===== config.mk =====
export PLATFORM = sky130hd
export DESIGN_NAME = load_store_unit
export DESIGN_NICKNAME = d
export VERILOG_FILES = /design/src/rtl/lsu_pkg.sv /design/src/rtl/lsu_load_align.sv /design/src/rtl/load_store_unit.sv
export SDC_FILE = /design/constraint.sdc
export NUM_CORES = 1
export LEC_CHECK = 0
export CAP_MARGIN = 10
export CORE_ASPECT_RATIO = 0.5
export CORE_MARGIN = 4
export CORE_UTILIZATION = 46
export CTS_CLUSTER_SIZE = 28
export DETAILED_ROUTE_END_ITERATION = 6
export GPL_ROUTABILITY_DRIVEN = 0
export PLACE_DENSITY = 0.88
export SETUP_SLACK_MARGIN = 0.5
export SYNTH_ARGS = -nofsm -noshare
export SYNTH_HDL_FRONTEND = slang
export SYNTH_HIERARCHICAL = 1
export SYNTH_SLANG_ARGS = --single-unit
export TNS_END_PERCENT = 50

===== constraint.sdc =====
create_clock -name clk -period 2.7 [get_ports clk]
set_input_delay 0.405 -clock clk [delete_from_list [all_inputs] [get_ports clk]]
set_output_delay 0.405 -clock clk [all_outputs]
set_load 0.01 [all_outputs]

===== src/rtl/lsu_pkg.sv =====
// Shared definitions for the load/store unit: RV32I funct3 codes, FSM states
// and the accept-time legality check.
package lsu_pkg;

  localparam logic [2:0] F3_B  = 3'b000;
  localparam logic [2:0] F3_H  = 3'b001;
  localparam logic [2:0] F3_W  = 3'b010;
  localparam logic [2:0] F3_BU = 3'b100;
  localparam logic [2:0] F3_HU = 3'b101;

  typedef enum logic {IDLE, RMW_WR} lsu_state_t;

  // Flags illegal funct3 for the access direction, or an access not aligned to its size.
  function automatic logic access_err(input logic we, input logic [2:0] f3, input logic [1:0] off);
    logic legal;
    logic misal;
    if (we) legal = (f3 == F3_B) || (f3 == F3_H) || (f3 == F3_W);
    else    legal = (f3 == F3_B) || (f3 == F3_H) || (f3 == F3_W) || (f3 == F3_BU) || (f3 == F3_HU);
    misal = ((f3[1:0] == 2'b01) && off[0]) || ((f3[1:0] == 2'b10) && (off != 2'b00));
    return !legal || misal;
  endfunction

endpackage


===== src/rtl/lsu_load_align.sv =====
// Lane select with sign/zero extension for loads; the lane mask output marks
// the same lane in place for store read-modify-write merges.
module lsu_load_align
  import lsu_pkg::*;
(
  input  logic [31:0] word_i,
  input  logic [1:0]  off_i,
  input  logic [2:0]  funct3_i,
  output logic [31:0] data_o,
  output logic [31:0] lane_mask_o
);

  logic [7:0]  byte_v;
  logic [15:0] half_v;

  always_comb begin
    byte_v = 8'(word_i >> {off_i, 3'b000});
    half_v = 16'(word_i >> {off_i[1], 4'b0000});

    case (funct3_i)
      F3_B:    data_o = {{24{byte_v[7]}}, byte_v};
      F3_BU:   data_o = {24'd0, byte_v};
      F3_H:    data_o = {{16{half_v[15]}}, half_v};
      F3_HU:   data_o = {16'd0, half_v};
      default: data_o = word_i;
    endcase

    case (funct3_i[1:0])
      2'b00:   lane_mask_o = 32'h0000_00FF << {off_i, 3'b000};
      2'b01:   lane_mask_o = 32'h0000_FFFF << {off_i[1], 4'b0000};
      default: lane_mask_o = '1;
    endcase
  end

endmodule


===== src/rtl/load_store_unit.sv =====
// RV32I load/store unit in front of a word-wide data memory; sub-word stores
// are performed as a two-cycle read-modify-write.
module load_store_unit
  import lsu_pkg::*;
#(
  parameter int unsigned N = 32,
  parameter int unsigned A = 10
) (
  input  logic         clk,
  input  logic         rst,
  input  logic         req_valid,
  output logic         req_ready,
  input  logic         req_we,
  input  logic [2:0]   req_funct3,
  input  logic [A-1:0] req_addr,
  input  logic [N-1:0] req_wdata,
  output logic         resp_valid,
  output logic [N-1:0] resp_rdata,
  output logic         resp_err,
  output logic         mem_we,
  output logic [A-1:0] mem_addr,
  output logic [N-1:0] mem_wdata,
  input  logic [N-1:0] mem_rdata
);

  lsu_state_t   state_q, state_d;
  logic         resp_valid_q, resp_valid_d;
  logic         resp_err_q, resp_err_d;
  logic [N-1:0] resp_rdata_q, resp_rdata_d;
  logic [A-1:0] rmw_addr_q, rmw_addr_d;
  logic [N-1:0] rmw_data_q, rmw_data_d;

  logic         accept;
  logic         acc_err;
  logic [A-1:0] aligned_addr;
  logic [N-1:0] load_data;
  logic [N-1:0] lane_mask;
  logic [N-1:0] wdata_rep;

  assign aligned_addr = {req_addr[A-1:2], 2'b00};
  // Replicating the store data lets the lane mask alone pick the target lane.
  assign wdata_rep = (req_funct3[1:0] == 2'b00) ? {4{req_wdata[7:0]}} : {2{req_wdata[15:0]}};

  lsu_load_align u_align (
    .word_i      (mem_rdata),
    .off_i       (req_addr[1:0]),
    .funct3_i    (req_funct3),
    .data_o      (load_data),
    .lane_mask_o (lane_mask)
  );

  always_comb begin
    state_d      = state_q;
    resp_valid_d = 1'b0;
    resp_err_d   = 1'b0;
    resp_rdata_d = '0;
    rmw_addr_d   = rmw_addr_q;
    rmw_data_d   = rmw_data_q;
    req_ready    = rst && (state_q == IDLE);
    accept       = req_valid && req_ready;
    acc_err      = access_err(req_we, req_funct3, req_addr[1:0]);
    mem_we       = 1'b0;
    mem_addr     = aligned_addr;
    mem_wdata    = req_wdata;

    case (state_q)
      IDLE: begin
        if (accept) begin
          resp_valid_d = 1'b1;
          if (acc_err) begin
            resp_err_d = 1'b1;
          end else if (!req_we) begin
            resp_rdata_d = load_data;
          end else if (req_funct3 == F3_W) begin
            mem_we = 1'b1;
          end else begin
            resp_valid_d = 1'b0;
            rmw_addr_d   = aligned_addr;
            rmw_data_d   = (mem_rdata & ~lane_mask) | (wdata_rep & lane_mask);
            state_d      = RMW_WR;
          end
        end
      end
      RMW_WR: begin
        // Gating with rst lets a reset in this cycle abort the pending write.
        mem_we       = rst;
        mem_addr     = rmw_addr_q;
        mem_wdata    = rmw_data_q;
        resp_valid_d = 1'b1;
        state_d      = IDLE;
      end
      default: state_d = IDLE;
    endcase
  end

  always_ff @(posedge clk) begin
    if (!rst) begin
      state_q      <= IDLE;
      resp_valid_q <= 1'b0;
      resp_err_q   <= 1'b0;
      resp_rdata_q <= '0;
      rmw_addr_q   <= '0;
      rmw_data_q   <= '0;
    end else begin
      state_q      <= state_d;
      resp_valid_q <= resp_valid_d;
      resp_err_q   <= resp_err_d;
      resp_rdata_q <= resp_rdata_d;
      rmw_addr_q   <= rmw_addr_d;
      rmw_data_q   <= rmw_data_d;
    end
  end

  assign resp_valid = resp_valid_q;
  assign resp_err   = resp_err_q;
  assign resp_rdata = resp_rdata_q;

endmodule


==> flow_metrics.py, run 1 <==
metrics = {
    "timing": {
        "final_max_slew_viol_count": 0,
        "skew_ns": 0.00607,
        "hold_viol": 0,
        "tns_ns": 0,
        "worst_slack_ns": 0.494,
        "hold_slack_ns": 0.474,
        "min_period_over_period": 0.817,
        "grt_setup_unrepaired": "yes",
        "fmax_ghz": 0.453,
        "finalSetupViolCount": 0,
        "layout_min_cycle_time_ns": 2.21,
    },
    "clock_tree": {
        "cts.path.max_buffers": 2,
        "cts.sinks": 75,
        "h-tree-depth": 3,
        "cts_hold_buf": 0,
        "clk_pin_slew_ns": 0.06,
        "root_buffer": "clkbuf_16",
        "cts_buffers": 9,
        "cts_tree": "done",
        "insertion_delay_ns": 0.34,
    },
    "critical_path": {
        "crit_buf_inv": 2,
        "cp_cell_sequence": "buf_4 -> mux2_2 -> clkdlybuf4s50_1",
        "startpoint_type": "flip-flop",
        "crit_fanout": 11,
        "crit_type": "flip-flop to output pin",
        "crit_arrival_ns": 1.80,
        "crit_required_ns": 2.30,
        "cpLargestDelayFamily": "buffers and inverters",
        "crit_slowest_cell": "clkdlybuf4s50_1",
        "critical-path-max-stage-delay_ns": 0.48,
        "end_kind": "output pin",
    },
    "power": {
        "ir_worst_vdd_mv": 0.337,
        "power_mw": 2.97,
        "p_leak_nw": 2.45,
        "p_per_area_nw_per_um2": 470,
    },
    "detailed_routing": {
        "routed_via_density": 5.65,
        "ant_nets": 0,
        "vias": 4398,
        "dr.pass1.iters": 5,
        "drtIter0Drc": 613,
        "drc": 0,
        "post_drt_wl_per_cell_um": 18.0,
        "wl_um": 14000,
    },
    "yosys": {
        "yosysSeqAreaShare": 0.334,
        "synth-seq-cells": 75,
        "yosysUniqueCellTypes": 41,
        "syn-cell-area_um2": 4490,
        "netlist_instances": 514,
        "syn_avg_cell_area_um2": 8.74,
        "ys_warn_count": 6,
    },
    "global_route": {
        "grt_pass1_wl_um": 22400,
        "grt_usage": 0.243,
        "grt_pass1_vias": 4237,
        "grt_max_degree": 42,
        "gr-total-overflow": 0,
        "antenna_found_initial": 1,
    },
    "floorplanning": {
        "rows": 25,
        "fp.dieW_um": 148,
        "ios": 159,
        "die_h_um": 77.9,
        "core-area_um2": 9480,
        "start_util": 0.474,
        "die_area_um2": 11500,
    },
    "finish": {
        "nets": 716,
        "drive_gt1_frac": 0.148,
        "area_delta_synth_final_pct": 40.5,
    },
    "placed_design": {
        "post-dp-hpwl_um": 10300,
        "dp_slack_ns": 0.0756,
        "port_buffers": 156,
    },
    "hold_path": {
        "hp-class": "flip-flop to flip-flop",
    },
    "run": {
        "max-cap-violations": 0,
    },
    "run_status": {
        "status": "complete, no violations",
    },
}
[sequential cells by signal, summed over array words and instances, names as in the netlist]
register	flops
resp_err	1
resp_rdata	32
resp_valid	1
rmw_addr_q	8
rmw_data_q	32
state_q	1
[worst paths after layout]
| check | startpoint | cells past startpoint | slack [ns] | to |
|---|---|---|---|---|
| worst max-delay path | state_q$_SDFF_PN0_ | 3 | 0.49 | mem_addr[3] |
| worst min-delay path | rmw_addr_q[5]$_SDFFE_PN0P_ | 2 | 0.47 | rmw_addr_q[5]$_SDFFE_PN0P_ |
| worst min register to register | rmw_addr_q[5]$_SDFFE_PN0P_ | 2 | 0.47 | rmw_addr_q[5]$_SDFFE_PN0P_ |
| worst max register to register | state_q$_SDFF_PN0_ | 5 | 0.96 | rmw_data_q[7]$_SDFFE_PN0P_ |
[power breakdown]
part	internal (mW)	switching (mW)	total (mW)
Combinational	0.318	0.299	0.617
Sequential	1.13	0.00924	1.14
Clock	0.740	0.476	1.22
[cells in the mapped netlist]
cell type,n,area (um2)
a211oi_1,17,128
a21o_1,2,15.0
a21oi_1,11,55.1
a21oi_2,1,8.76
a21oi_4,1,16.3
a221o_1,7,70.1
a22o_1,1,8.76
a22oi_1,7,52.6
a31oi_1,16,100
and2_1,32,200
and3b_1,2,17.5
buf_2,21,105
buf_4,32,240
buf_6,7,78.8
clkbuf_1,14,52.6
clkinv_1,1,3.75
conb_1,1,3.75
dfxtp_1,75,1500
inv_1,4,15.0
mux2_2,40,450
mux2i_1,17,170
mux4_2,1,22.5
nand2_1,85,319
nand2b_1,8,50.1
nand3b_4,1,20.0
nand4_1,8,50.1
nor2_1,7,26.3
nor2b_1,4,25.0
nor3_1,2,10.0
nor3_4,1,16.3
nor3b_1,24,180
nor4_4,1,21.3
nor4b_1,2,17.5
o2111ai_1,16,140
o211a_1,1,10.0
o21a_1,8,60.1
o21ai_0,8,40.0
o21bai_1,3,22.5
o22ai_1,16,100
o31ai_1,8,60.1
or2_2,1,6.26
[worst min-delay path, delay by kind of cell (launching register included)]
kind | cells | cell delay (ns)
AOI/OAI and AO/OA | 2 | 0.12
DFF | 1 | 0.31
[area by class of cell]
type	instances	area (um2)
diodes	3	7.51
clock buffers	10	239
clock inverters	6	63.8
fillers	738	3170
inverters	5	18.8
multi-input cells	361	2510
flip-flops and latches	75	1510
well taps	135	169
repair buffers	183	1790
[stage by stage]
| stage | cells | area (um2) | utilization |
|---|---|---|---|
| after floorplan | 515 | 4490 | - |
| after global placement | 755 | 5940 | 0.627 |
| after detailed placement | 755 | 5940 | 0.627 |
| after CTS | 774 | 6270 | 0.662 |
| after global routing | 776 | 6300 | 0.665 |
| final | 778 | 6310 | 0.666 |
[cells by family (layout without fill, tap and decap cells)]
kind of cell / count (synthesis) / count (layout) / share of synthesized area
simple gates: 178 / 178 / 0.214
mux: 58 / 58 / 0.143
compound gates: 123 / 123 / 0.198
flops: 75 / 75 / 0.334
other cells: 1 / 5 / 0.000835
buf+inv: 79 / 204 / 0.110
[placed cells by master, fill, tap and decap left out, drive strengths merged, types with 5 or more instances in the layout]
| cell type | n |
|---|---|
| o2111ai | 16 |
| nand2 | 85 |
| mux2i | 17 |
| a221o | 7 |
| nor2 | 7 |
| buf | 28 |
| nand4 | 8 |
| o21a | 8 |
| clkdlybuf4s50 | 150 |
| o22ai | 16 |
| o31ai | 8 |
| nor3b | 24 |
| dlygate4sd2 | 5 |
| a22oi | 7 |
| nand2b | 8 |
| inv | 5 |
| mux2 | 40 |
| o21ai | 8 |
| and2 | 32 |
| a31oi | 16 |
| clkbuf | 10 |
| dfxtp | 75 |
| a21oi | 13 |
| a211oi | 17 |
[timing repair]
action / CTS / global route
buffers inserted: 3 / 1
endpoints found under the setup margin: 62 / 28
gates resized for setup: 9 / 2
[routing by layer]
metal	global-route usage	share of wire
met5	0	0
met4	0.0920	0.034
met1	0.318	0.42
met3	0.0653	0.091
met2	0.385	0.45
Note: power is estimated with default switching activity, not from simulation.
==> run 2: changes to the inputs <==
--- a/config.mk
+++ b/config.mk
@@ -8,11 +8,11 @@
 export CAP_MARGIN = 10
 export CORE_ASPECT_RATIO = 0.5
 export CORE_MARGIN = 4
-export CORE_UTILIZATION = 46
+export CORE_UTILIZATION = 41
 export CTS_CLUSTER_SIZE = 28
 export DETAILED_ROUTE_END_ITERATION = 6
 export GPL_ROUTABILITY_DRIVEN = 0
-export PLACE_DENSITY = 0.88
+export PLACE_DENSITY = 0.83
 export SETUP_SLACK_MARGIN = 0.5
 export SYNTH_ARGS = -nofsm -noshare
 export SYNTH_HDL_FRONTEND = slang
==> constraint.sdc (replaced) <==
create_clock -name clk -period 1.85 [get_ports clk]
set_input_delay 0.2775 -clock clk [delete_from_list [all_inputs] [get_ports clk]]
set_output_delay 0.2775 -clock clk [all_outputs]
set_load 0.01 [all_outputs]
==> run 2 against run 1 <==
Power increased by 54%. Routed wire length increased by 42%. Register-to-register slack got worse by 0.79 ns. First-iteration DRC count increased by 18%. Combinational power increased by 98%. Via count increased by 17%. Worst hold slack got worse by 0.13 ns. Final cell count increased by 6.4%. Sequential share of layout area decreased by 3.7 points. Worst setup slack got worse by 0.46 ns. Critical endpoint is now mem_wdata[15]. Highest routed layer unchanged.
==> flow_metrics.py, run 2 (synthesis results as in run 1) <==
metrics = {
    "timing": {
        "final_max_slew_viol_count": 0,
        "slew_headroom": 0.656,
        "max_slew.worst_pin.slew_ns": 0.515,
        "fmax_ghz": 0.550,
        "skew_ns": 0.0140,
        "min_period_over_period": 0.983,
        "grt_setup_unrepaired": "yes",
        "layout_min_cycle_time_ns": 1.82,
        "worst_slack_ns": 0.0310,
        "finalSetupViolCount": 0,
        "hold_viol": 0,
        "tns_ns": 0,
    },
    "critical_path": {
        "crit_required_ns": 1.57,
        "end_kind": "output pin",
        "crit_arrival_ns": 1.54,
        "worstRegToRegCells": 6,
        "crit_type": "flip-flop to output pin",
        "startpoint_type": "flip-flop",
        "crit_fanout": 4,
        "setup.worst_path.start": "state_q$_SDFF_PN0_",
        "r2r_slack_ns": 0.17,
        "r2r-end": "rmw_data_q[12]$_SDFFE_PN0P_",
        "rr_startpoint": "state_q$_SDFF_PN0_",
    },
    "power": {
        "p_leak_nw": 3.11,
        "netSwitchingPower_mw": 1.37,
        "p_per_area_nw_per_um2": 612,
        "swShare": 0.300,
        "p_int_mw": 3.20,
        "ir_worst_vdd_mv": 0.480,
        "seqPwrFrac": 0.364,
        "p_comb_frac": 0.266,
        "clkPwrFrac": 0.370,
    },
    "placed_design": {
        "post-dp-hpwl_um": 11100,
        "port_buffers": 156,
        "dp_cells": 792,
        "dp_slack_ns": -0.446,
    },
    "clock_tree": {
        "cts.sinks": 75,
        "insertion_delay_ns": 0.36,
        "clk_pin_slew_ns": 0.05,
        "cts_hold_buf": 0,
        "h-tree-depth": 3,
        "cts_buffers": 9,
        "cts_tree": "done",
        "root_buffer": "clkbuf_16",
        "cts.path.max_buffers": 2,
    },
    "detailed_routing": {
        "dr.pass1.iters": 5,
        "ant_nets": 0,
        "drc": 0,
        "post_drt_wl_per_cell_um": 24.1,
        "drtIter0Drc": 724,
        "routed_via_density": 6.21,
        "wl_um": 19900,
        "vias": 5146,
    },
    "global_route": {
        "grt_pass1_wl_um": 25200,
        "grt_max_degree": 34,
        "gr-total-overflow": 0,
        "grt_pass1_vias": 4610,
        "grt_usage": 0.254,
        "antenna_found_initial": 0,
    },
    "finish": {
        "nets": 764,
        "final_cell_mix": "clkdlybuf4s50_1 (95), nand2_1 (85), dfxtp_1 (74), buf_4 (47), buf_6 (32)",
        "antennaDiodeCount": 0,
        "fill_cells": 656,
        "regArea_um2": 1510,
        "area_delta_synth_final_pct": 66.3,
        "drive_gt1_frac": 0.385,
        "multi_input_area_um2": 3100,
        "layout_commonest_cell": "clkdlybuf4s50_1",
        "fin_cells": 828,
    },
    "hold_path": {
        "min_path_cells": 3,
        "hold_start": "req_valid",
        "whs_endpoint": "resp_valid$_SDFF_PN0_",
        "hp-class": "input pin to flip-flop",
    },
    "floorplanning": {
        "start_util": 0.430,
        "ios": 159,
        "rows": 26,
        "core-area_um2": 10400,
        "die_area_um2": 12800,
        "fp.dieW_um": 156,
        "die_h_um": 82,
    },
    "run": {
        "max-cap-violations": 0,
    },
    "run_status": {
        "status": "complete, no violations",
    },
}
-- run 2: cell count changes in the layout (fill, tap and decap cells not counted), sizes merged, moves of 3 or more --
| cell | before | now |
|---|---|---|
| dlymetal6s2s | 0 | 9 |
| buf | 28 | 106 |
| diode | 3 | 0 |
| clkdlybuf4s50 | 150 | 95 |
| clkbuf | 10 | 19 |
| dlygate4sd2 | 5 | 8 |
| clkdlybuf4s15 | 0 | 3 |
-- run 2: per-stage QoR --
step / power [mW] / area [um2] / utilization / hold WS [ns]
after detailed placement: 2.66 / 6330 / 0.606 / 0.459
after global routing: 4.69 / 7470 / 0.715 / 0.385
after CTS: 4.33 / 6860 / 0.657 / 0.354
after floorplan: 2.21 / 4620 / - / 0.428
after global placement: 2.64 / 6330 / 0.606 / 0.455
final: 4.57 / 7470 / 0.715 / 0.342
-- run 2: how the worst max path moves through the flow --
stage                                endpoint  depth (start not counted)
finish                          mem_wdata[15]                          5
global placement                       mem_we                          5
detailed placement                     mem_we                          5
global route                    mem_wdata[13]                          3
floorplan           resp_rdata[25]$_SDFF_PP0_                          7
CTS                             mem_wdata[26]                          3
-- run 2: critical path, stage by stage (launching register included) --
cell and delay (ns):
dfxtp_4 0.40, buf_4 0.13, buf_6 0.09, buf_6 0.09, mux2_2 0.33, buf_4 0.15
-- run 2: cell type report --
cell class                      instances  share of cell area
Clock inverter                          5             0.00503
Inverter                                5             0.00251
Sequential cell                        75               0.202
Tap cell                              140              0.0235
Clock buffer                           11              0.0325
Multi-Input combinational cell        361               0.415
Timing Repair Buffer                  231               0.320
-- run 2: metal layers --
metal | global-route usage | part of all wire | up-vias
met1 | 0.309 | 0.37 | 2406
met5 | 0 | 0 | -
met2 | 0.419 | 0.45 | 436
met4 | 0.109 | 0.057 | 0
met3 | 0.0816 | 0.12 | 127
li1 | - | - | 2177
-- run 2: power groups by stage --
stage                     combinational (mW)  sequential (mW)  clock, mW
after global routing                    1.26             1.66       1.77
after detailed placement               0.965             1.69          0
after floorplan                        0.512             1.70          0
final                                   1.22             1.66       1.69
after CTS                               1.01             1.66       1.67
after global placement                 0.945             1.69          0
-- run 2: repair_timing --
item	CTS	global route
pin swaps	10	66
gates resized for setup	110	228
buffers inserted	15	0
cloned	4	1
endpoints found under the setup margin	150	148
